`config.mk`:
```
export PLATFORM = sky130hd
export DESIGN_NAME = lc3_mem_ctrl
export DESIGN_NICKNAME = d
export VERILOG_FILES = /design/src/rtl/lc3_mem_ctrl.sv
export SDC_FILE = /design/constraint.sdc
export NUM_CORES = 1
export LEC_CHECK = 0
export BUFFER_PORTS_ARGS = -buffer_cell sky130_fd_sc_hd__buf_2
export CORE_MARGIN = 1.5
export CORE_UTILIZATION = 42
export CTS_CLUSTER_DIAMETER = 120
export CTS_CLUSTER_SIZE = 28
export DETAILED_ROUTE_END_ITERATION = 8
export PLACE_DENSITY = 0.76
export SYNTH_ARGS = -nofsm -noshare
export SYNTH_HDL_FRONTEND = slang
export SYNTH_SLANG_ARGS = --single-unit
```
`constraint.sdc`:
```
create_clock -name Clk -period 1.8 [get_ports Clk]
set_input_delay 0.54 -clock Clk [delete_from_list [all_inputs] [get_ports Clk]]
set_output_delay 0.54 -clock Clk [all_outputs]
set_load 0.01 [all_outputs]
```
`src/rtl/lc3_mem_ctrl.sv`:
```
// LC-3 MAR/MDR owner and SRAM access sequencer; a read completes WAIT_STATES edges after the request, a write one edge later.
// Requests and register loads are only accepted in IDLE, so the datapath must wait for the Mem_Ready pulse.
module lc3_mem_ctrl #(
   parameter int WAIT_STATES = 2
) (
   input  logic        Clk,
   input  logic        Reset,
   input  logic [15:0] Bus_In,
   input  logic        LD_MAR,
   input  logic        LD_MDR,
   input  logic        Mem_Req,
   input  logic        Mem_WE,
   input  logic [15:0] Data_From_SRAM,
   output logic [15:0] MAR,
   output logic [15:0] MDR,
   output logic [15:0] ADDR,
   output logic [15:0] Data_To_SRAM,
   output logic        Data_Drive,
   output logic        CE_N,
   output logic        OE_N,
   output logic        WE_N,
   output logic        Busy,
   output logic        Mem_Ready
);

   typedef enum logic [2:0] {
      S_IDLE,
      S_RD,
      S_WR,
      S_WREC,
      S_DONE
   } state_t;

   localparam logic [3:0] LP_CNT_LOAD = 4'(WAIT_STATES - 1);

   state_t      r_state;
   state_t      w_state_nxt;
   logic [3:0]  r_cnt;
   logic [3:0]  w_cnt_nxt;
   logic [15:0] r_mar;
   logic [15:0] w_mar_nxt;
   logic [15:0] r_mdr;
   logic [15:0] w_mdr_nxt;

   logic r_ce_n, r_oe_n, r_we_n, r_drive, r_busy, r_ready;
   logic w_ce_n, w_oe_n, w_we_n, w_drive, w_busy, w_ready;

   always_comb begin
      w_state_nxt = r_state;
      w_cnt_nxt   = r_cnt;
      w_mar_nxt   = r_mar;
      w_mdr_nxt   = r_mdr;
      case (r_state)
         S_IDLE: begin
            if (LD_MAR) w_mar_nxt = Bus_In;
            if (LD_MDR) w_mdr_nxt = Bus_In;
            if (Mem_Req) begin
               w_state_nxt = Mem_WE ? S_WR : S_RD;
               w_cnt_nxt   = LP_CNT_LOAD;
            end
         end
         S_RD: begin
            if (r_cnt != 4'd0) begin
               w_cnt_nxt = r_cnt - 4'd1;
            end else begin
               w_mdr_nxt   = Data_From_SRAM;
               w_state_nxt = S_DONE;
            end
         end
         S_WR: begin
            if (r_cnt != 4'd0) w_cnt_nxt = r_cnt - 4'd1;
            else               w_state_nxt = S_WREC;
         end
         S_WREC:  w_state_nxt = S_DONE;
         S_DONE:  w_state_nxt = S_IDLE;
         default: w_state_nxt = S_IDLE;
      endcase
   end

   // Strobes are decoded from the next state and registered, so the SRAM pins never glitch on decode.
   always_comb begin
      w_ce_n  = 1'b1;
      w_oe_n  = 1'b1;
      w_we_n  = 1'b1;
      w_drive = 1'b0;
      w_busy  = 1'b0;
      w_ready = 1'b0;
      case (w_state_nxt)
         S_RD: begin
            w_ce_n = 1'b0;
            w_oe_n = 1'b0;
            w_busy = 1'b1;
         end
         S_WR: begin
            w_ce_n  = 1'b0;
            w_we_n  = 1'b0;
            w_drive = 1'b1;
            w_busy  = 1'b1;
         end
         S_WREC: begin
            w_ce_n  = 1'b0;
            w_drive = 1'b1;
            w_busy  = 1'b1;
         end
         S_DONE:  w_ready = 1'b1;
         default: ;
      endcase
   end

   always_ff @(posedge Clk or posedge Reset) begin
      if (Reset) begin
         r_state <= S_IDLE;
         r_cnt   <= 4'd0;
         r_mar   <= 16'h0000;
         r_mdr   <= 16'h0000;
         r_ce_n  <= 1'b1;
         r_oe_n  <= 1'b1;
         r_we_n  <= 1'b1;
         r_drive <= 1'b0;
         r_busy  <= 1'b0;
         r_ready <= 1'b0;
      end else begin
         r_state <= w_state_nxt;
         r_cnt   <= w_cnt_nxt;
         r_mar   <= w_mar_nxt;
         r_mdr   <= w_mdr_nxt;
         r_ce_n  <= w_ce_n;
         r_oe_n  <= w_oe_n;
         r_we_n  <= w_we_n;
         r_drive <= w_drive;
         r_busy  <= w_busy;
         r_ready <= w_ready;
      end
   end

   assign MAR          = r_mar;
   assign MDR          = r_mdr;
   assign ADDR         = r_mar;
   assign Data_To_SRAM = r_mdr;
   assign Data_Drive   = r_drive;
   assign CE_N         = r_ce_n;
   assign OE_N         = r_oe_n;
   assign WE_N         = r_we_n;
   assign Busy         = r_busy;
   assign Mem_Ready    = r_ready;

endmodule

```
Word-level counts from Yosys, hierarchy flattened

Index checks and enable logic that the tools add are counted.

Bits in writable memories: 0
Memories kept: 0
ROM bits: 0
Bits in latches: 0
Register bits: 45
Logic and storage cells: 49

Reductions and logical operators: 10
Bitwise logic cells: 0
Multiply operators: 0
Equal/unequal tests: 11
$add $sub $neg: 1
Div/mod/pow operators: 0
Muxes and demuxes: 17
Shifts and indexed selects: 0
Order comparisons: 0

Operators with widths:

| kind                                                                   | number |
|---|---|
| 16-bit two-way mux                                                     | 2 |
| 16-bit one-hot mux with 2 select lines                                 | 1 |
| 3-bit by 2-bit equality test with 1-bit output (second input constant) | 4 |
| 3-bit one-hot mux with 4 select lines                                  | 1 |
| 3-bit two-way mux                                                      | 3 |
| 4-bit two-way mux                                                      | 2 |
| 4-bit one-hot mux with 2 select lines                                  | 1 |
| 3-bit by 1-bit equality test with 1-bit output (second input constant) | 2 |
| 1-bit two-way mux                                                      | 6 |
| 2-bit != test (second input constant)                                  | 3 |
| 3-bit AND reduction                                                    | 2 |
| 2-bit nonzero test                                                     | 2 |
| 4-bit nonzero test                                                     | 1 |
| 2-bit OR reduction                                                     | 2 |
| 4-bit by 1-bit subtractor with 4-bit output (second input constant)    | 1 |
| 3-bit equality test (second input constant)                            | 1 |
| 3-bit logical NOT                                                      | 1 |
| 3-bit OR reduction                                                     | 1 |
| 2-bit two-way mux                                                      | 1 |
| 2-bit by 1-bit != test with 1-bit output (second input constant)       | 1 |
| 2-bit AND reduction                                                    | 1 |

Logic depth before layout (Yosys ltp)

Gate-level depths: netlist (run 1).

Depth in word-level cells: 6
Gate-level depth with buffers: 6
Depth with buffers taken out: 5

Worst setup path before layout (run 1)

No wires, ideal clock.

Kind: register to register
Start point: register r_cnt[0]
End point: register r_mdr[0] (netlist: Data_To_SRAM[0])
Required time: 1.677 ns
Setup slack: 0.104 ns
Stages on the path, launching flop included: 7
Path buffers: 1
Arrival time: 1.573 ns
Cell sequence: dfrtp_1 > inv_1 > ha_1 > nor3b_2 > nand3_1 > clkbuf_1 > o221a_2

Word-level cells in the longest chain between the ends: 3

Ends and longest elaborated chain:

| item                                 | line | text |
|---|---|---|
| start, declared                      | 38   | `logic [3:0] r_cnt;` |
| start signal, assigned               | 124  | `r_cnt <= w_cnt_nxt;` |
| 4-bit nonzero test                   | 63   | `if (r_cnt != 4'd0) begin` |
| 2-bit != test (no source line)       | --   |  |
| 3-bit AND reduction (no source line) | --   |  |
| end signal, assigned                 | 126  | `r_mdr <= w_mdr_nxt;` |
| end, declared                        | 42   | `logic [15:0] r_mdr;` |

Every way passes these cells.
A chain may end at the register's enable or synchronous reset.

Final worst setup path (run 1)

Start point: register r_cnt[0]
End point: register r_mdr[13] (netlist: Data_To_SRAM[13])

Same word-level chain as after synthesis.

==> results of run 1 <==
flip-flops by register name, indices dropped and copies added, names as in the netlist:
register / count
ADDR: 16
Data_To_SRAM: 16
r_cnt: 4
r_state: 3
Busy: 1
CE_N: 1
Data_Drive: 1
Mem_Ready: 1
OE_N: 1
WE_N: 1
worst max-delay path, stage by stage (launching register included):
cell and delay (ns):
dfrtp_1 0.41, inv_1 0.09, ha_2 0.19, nor3b_4 0.32, nand3_2 0.12, buf_4 0.21, o221a_2 0.27
cells by family (layout without fill, tap and decap cells):
logic type / Yosys count / count (layout) / share of synthesized area
DFF: 45 / 45 / 0.4924
buffers and inverters: 46 / 134 / 0.1396
adders and majority gates: 2 / 2 / 0.01090
and+or+nand+nor: 43 / 43 / 0.1303
xor gates and xnor gates: 1 / 1 / 0.01200
muxes: 19 / 19 / 0.09160
AOI/OAI and AO/OA: 30 / 30 / 0.1232
layer usage:
| layer | vias to the layer above | part of all wire | global-route usage |
|---|---|---|---|
| li1 | 807 | - | - |
| met1 | 785 | 0.42 | 0.1933 |
| met2 | 71 | 0.50 | 0.2735 |
| met3 | 7 | 0.064 | 0.03929 |
| met4 | 0 | 0.014 | 0.05926 |
| met5 | - | 0 | 0 |
placed cells by master, fill, tap and decap left out, types with 2 or more instances in the layout:
master | Yosys | routed
mux2i_1 | 3 | 3
o211ai_1 | 3 | 3
o221a_2 | 16 | 16
mux2_2 | 16 | 16
dfrtp_1 | 42 | 42
nand2b_1 | 17 | 17
nor2_1 | 3 | 3
nand2_1 | 3 | 3
buf_2 | 1 | 107
buf_4 | 33 | 12
inv_1 | 6 | 5
a21oi_1 | 2 | 2
clkbuf_8 | 0 | 5
dfstp_2 | 3 | 3
and3b_1 | 2 | 2
nor3_1 | 5 | 5
o21ai_0 | 2 | 2
nand3_1 | 3 | 2
nor4b_4 | 2 | 2
path summary, 6_finish.rpt:
check / startpoint / end / slack (ns) / cells past startpoint
setup / recovery: r_cnt[0] / Data_To_SRAM[13] / 0.07 / 6
hold / removal: Reset / ADDR[5] / 0.17 / 2
setup reg to reg: r_cnt[0] / Data_To_SRAM[13] / 0.07 / 6
hold reg to reg: ADDR[2] / ADDR[2] / 0.53 / 1
max in group asynchronous: Reset / ADDR[10] / 1.02 / 3
min in group Clk: Bus_In[14] / ADDR[14] / 0.49 / 2
power by group through the flow:
stage	registers, mW	logic, mW	clock network (mW)
global placement	1.99	2.93	0
floorplan	2.12	2.20	0
finish	2.00	3.11	0.745
CTS	1.99	3.00	0.775
detailed placement	2.01	2.99	0
global route	2.08	3.36	0.815
per-stage QoR:
stage,util,hold slack (ns),worst slack [ns]
after floorplan,-,0.4784,0.1044
after global placement,0.5249,0.4979,0.1091
after detailed placement,0.5249,0.4996,0.01768
after CTS,0.5464,0.1734,-0.02030
after global routing,0.5576,0.1916,-0.02070
final,0.5576,0.1724,0.07341
timing repair:
item                                    in CTS  in global routing
gates resized for setup                      0                  7
gates cloned                                 0                  0
buffers inserted                             0                  2
hold buffers                                 0                  0
endpoints found under the setup margin       1                 17
pin swaps                                    0                  1
cell type report:
cell class	instances	area share
clock buffer	6	0.02516
multi-input combinational	95	0.3076
timing repair buffer	120	0.2239
clock inverter	2	0.01345
tap	70	0.03037
sequential	45	0.3918
inverter	6	0.007809
==> results.sh, run 1 <==
export IMPL_outcome="complete, no violations"
export IMPL_leakage_nw=1.378
export IMPL_dp_hpwl_um=3694
export IMPL_synth_cell_types=37
export IMPL_crit_required_ns=1.98
export IMPL_grt_pass1_wl_um=7541
export IMPL_cp_arrival_ns=1.91
export IMPL_grt_max_degree=26
export IMPL_drtIter0Drc=19
export IMPL_initial_core_util=0.4436
export IMPL_max_cap_violations=0
export IMPL_irDropWorstVdd_mv=0.6867
export IMPL_power_frac_comb=0.531
export IMPL_max_slew_margin=0.6792
export IMPL_dieArea_sq_um=5916
export IMPL_sequentialPowerShare=0.342
export IMPL_first_pass_iters=4
export IMPL_antenna_found_initial=0
export IMPL_htree_levels=2
export IMPL_layout_min_cycle_time_ns=1.727
export IMPL_fin_crit_sh=0.9592
export IMPL_ios=108
export IMPL_syn_num_nets=226
export IMPL_hold_viol_final=0
export IMPL_clkTransAtPathRegs_ns=0.08
export IMPL_synth_edf_count=0
export IMPL_syn2layout_area_growth_pct=25.68
export IMPL_final_nets=313
export IMPL_critPathMaxFanout=10
export IMPL_drv_slew=0
export IMPL_switching_share=0.3893
export IMPL_viasPerCell=4.855
export IMPL_synth_area_sq_um=2295
export IMPL_power_switching_mw=2.280
export IMPL_cts_tree="yes"
export IMPL_setup_viol=0
export IMPL_n_antenna_cell=0
export IMPL_dp_cells=334
export IMPL_grt_pass1_vias=1577
export IMPL_design_area_sq_um=2884
export IMPL_finalPower_mw=5.857
export IMPL_internal_power_mw=3.577
export IMPL_gp_congestion=0.8793
export IMPL_ys_seq_area_frac=0.4924
export IMPL_yosys_top_cells_area="dfrtp_1 46%, buf_4 11%, mux2_2 7.9%"
export IMPL_num_rows=26
export IMPL_timing_fmax_mhz=579.2
export IMPL_drive_above_1_share=0.6277
export IMPL_cp_start_kind="flop"
export IMPL_syn_avg_cell_area_sq_um=12.34
export IMPL_power_density_nw_per_um2=2031
export IMPL_cts_max_path_buffers=2
export IMPL_ant_nets=0
export IMPL_clock_latency_ns=0.29
export IMPL_path_class="reg -> reg"
export IMPL_multi_input_area_sq_um=887.1
export IMPL_skew_ns=0.009838
export IMPL_die_y_um=76.92
export IMPL_synth_cells=186
export IMPL_synth_most_common_cell="dfrtp_1"
export IMPL_dieWidth_um=76.92
export IMPL_ff_latch_area_sq_um=1130
export IMPL_hp_class="in -> async"
export IMPL_tns_ns=0
export IMPL_root_buffer="clkbuf_8"
export IMPL_port_buffers=107
export IMPL_ys_flop_type="dfrtp_1"
export IMPL_core_sq_um=5172
export IMPL_rsz0062_at_grt="yes"
export IMPL_drc=0
export IMPL_async_flop_share=1.000
export IMPL_yosysTopAreaCellShare=0.4580
export IMPL_cts_buffers=5
export IMPL_worstSetupEndpointType="flop"
export IMPL_netlist_top_cells_count="42 x dfrtp_1, 33 x buf_4, 17 x nand2b_1"
export IMPL_routed_wire_length_per_instance_um=13.91
export IMPL_yosys_register_bits=45
export IMPL_yosysWarnings=0
export IMPL_clock_sinks=45
export IMPL_gr_total_overflow=0
export IMPL_post_dp_cell_area_sq_um=2715
export IMPL_p_clk_frac=0.127
export IMPL_via_count=1670
export IMPL_grtUsageTotal=0.1596
export IMPL_tightest_slew_ns=0.4812
export IMPL_fin_cells=344
export IMPL_drt_wl_total_um=4786
export IMPL_fillers=483
export IMPL_yosys_area_top_type="dfrtp_1"
(Power assumes the default switching activity.)
==> inputs of run 2 (changes only) <==
Clock period 1.8 ns to 1.55 ns, I/O delays scaled along.
==> results.sh, run 2 (same netlist as run 1, synthesis figures left out) <==
export IMPL_hold_viol_final=0
export IMPL_htree_levels=2
export IMPL_dieWidth_um=76.92
export IMPL_cts_max_path_buffers=2
export IMPL_cts_tree="yes"
export IMPL_grtUsageTotal=0.1787
export IMPL_cp_start_kind="flop"
export IMPL_hp_class="in -> async"
export IMPL_rrSetupSlack_ns=-0.03
export IMPL_antenna_found_initial=0
export IMPL_viasPerCell=4.977
export IMPL_skew_ns=0.01581
export IMPL_grt_pass1_vias=1733
export IMPL_violations="negative setup slack"
export IMPL_port_buffers=107
export IMPL_setup_viol=15
export IMPL_n_antenna_cell=0
export IMPL_syn2layout_area_growth_pct=34.41
export IMPL_drv_slew=0
export IMPL_dieArea_sq_um=5916
export IMPL_dp_hpwl_um=3946
export IMPL_ant_nets=0
export IMPL_worstSetupEndpointType="flop"
export IMPL_max_cap_violations=0
export IMPL_drtIter0Drc=47
export IMPL_rsz0062_at_grt="yes"
export IMPL_core_sq_um=5172
export IMPL_clkTransAtPathRegs_ns=0.10
export IMPL_grt_max_degree=46
export IMPL_layout_common_cells="107 x buf_2, 40 x dfrtp_1, 20 x buf_4"
export IMPL_reg2reg_depth=6
export IMPL_leakage_nw=1.460
export IMPL_via_count=1767
export IMPL_clock_latency_ns=0.30
export IMPL_grt_pass1_wl_um=8314
export IMPL_ios=108
export IMPL_power_density_nw_per_um2=2351
export IMPL_layout_min_cycle_time_ns=1.578
export IMPL_fin_hold_ws_ns=0.1736
export IMPL_cts_buffers=5
export IMPL_fin_crit_sh=1.018
export IMPL_fin_cells=355
export IMPL_root_buffer="clkbuf_8"
export IMPL_die_y_um=76.92
export IMPL_hold_buffers=0
export IMPL_drive_above_1_share=0.6667
export IMPL_dp_cells=342
export IMPL_outcome="finished with violations"
export IMPL_initial_core_util=0.4436
export IMPL_drt_wl_total_um=5175
export IMPL_clock_sinks=45
export IMPL_final_nets=324
export IMPL_tightest_slew_ns=0.4401
export IMPL_irDropWorstVdd_mv=1.025
export IMPL_timing_fmax_mhz=633.6
export IMPL_path_class="reg -> reg"
export IMPL_num_rows=26
export IMPL_gp_congestion=0.8745
export IMPL_routed_wire_length_per_instance_um=14.58
export IMPL_layout_cells_most_common="buf_2"
export IMPL_crit_required_ns=1.74
export IMPL_gr_total_overflow=0
export IMPL_finalPower_mw=7.252
export IMPL_post_route_util=0.5963
export IMPL_critPathMaxFanout=16
export IMPL_first_pass_iters=4
export IMPL_cp_arrival_ns=1.77
export IMPL_layout_setup_ws_ns=-0.02840
export IMPL_max_slew_margin=0.7044
export IMPL_drc=0
## run 2: cell type report
class / count / area [sq um]
fillers: 404 / 2088
flip-flops and latches: 45 / 1132
multi-input cells: 95 / 1003
repair buffers: 131 / 748.2
well taps: 70 / 87.58
clock buffers: 5 / 68.82
inverters: 6 / 22.52
clock inverters: 3 / 21.27
## run 2: worst paths after layout
check | startpoint | end
setup / recovery | r_cnt[1] | Data_To_SRAM[8]
hold / removal | Reset | ADDR[15]
setup reg to reg | r_cnt[1] | Data_To_SRAM[8]
hold reg to reg | ADDR[1] | ADDR[1]
max in group asynchronous | Reset | WE_N
min in group Clk | Bus_In[14] | ADDR[14]
## run 2: metrics by stage
stage / cell area [sq um] / setup WS, ns / setup TNS, ns
after floorplan: 2391 / -0.08003 / -1.311
final: 3084 / -0.02840 / -0.2373
after CTS: 3047 / -0.01804 / -0.1124
after global placement: 2874 / -0.1418 / -2.337
after detailed placement: 2874 / -0.2256 / -3.694
after global routing: 3084 / -0.08170 / -1.245
## run 2: repair_timing
item,in CTS,in global routing
setup endpoints to repair,25,23
gates resized for setup,13,4
hold endpoints to repair,0,0
buffers inserted,3,2
pin swaps,6,5
gates cloned,0,0
## run 2: worst max-delay path: stages (launching register included)
cell and delay [ns]:
dfrtp_1 0.40, inv_2 0.09, ha_4 0.14, nor3b_4 0.27, nand3_2 0.13, buf_12 0.18, o221a_2 0.26
## run 2: power breakdown
| group | internal, mW | switching, mW | leakage (nW) | total [mW] |
|---|---|---|---|---|
| clock | 0.320 | 0.417 | 0.0445 | 0.737 |
| sequential | 1.81 | 0.497 | 0.519 | 2.30 |
| combinational | 2.26 | 1.95 | 0.897 | 4.21 |
| total | 4.39 | 2.87 | 1.46 | 7.25 |
## run 2: routing by layer
| metal | global-route usage | wire (um) | vias to the layer above |
|---|---|---|---|
| met5 | 0 | 0 | - |
| met4 | 0.05000 | 59 | 0 |
| met3 | 0.03929 | 306 | 6 |
| met2 | 0.3310 | 2726 | 73 |
| met1 | 0.2047 | 2083 | 853 |
| li1 | - | - | 835 |
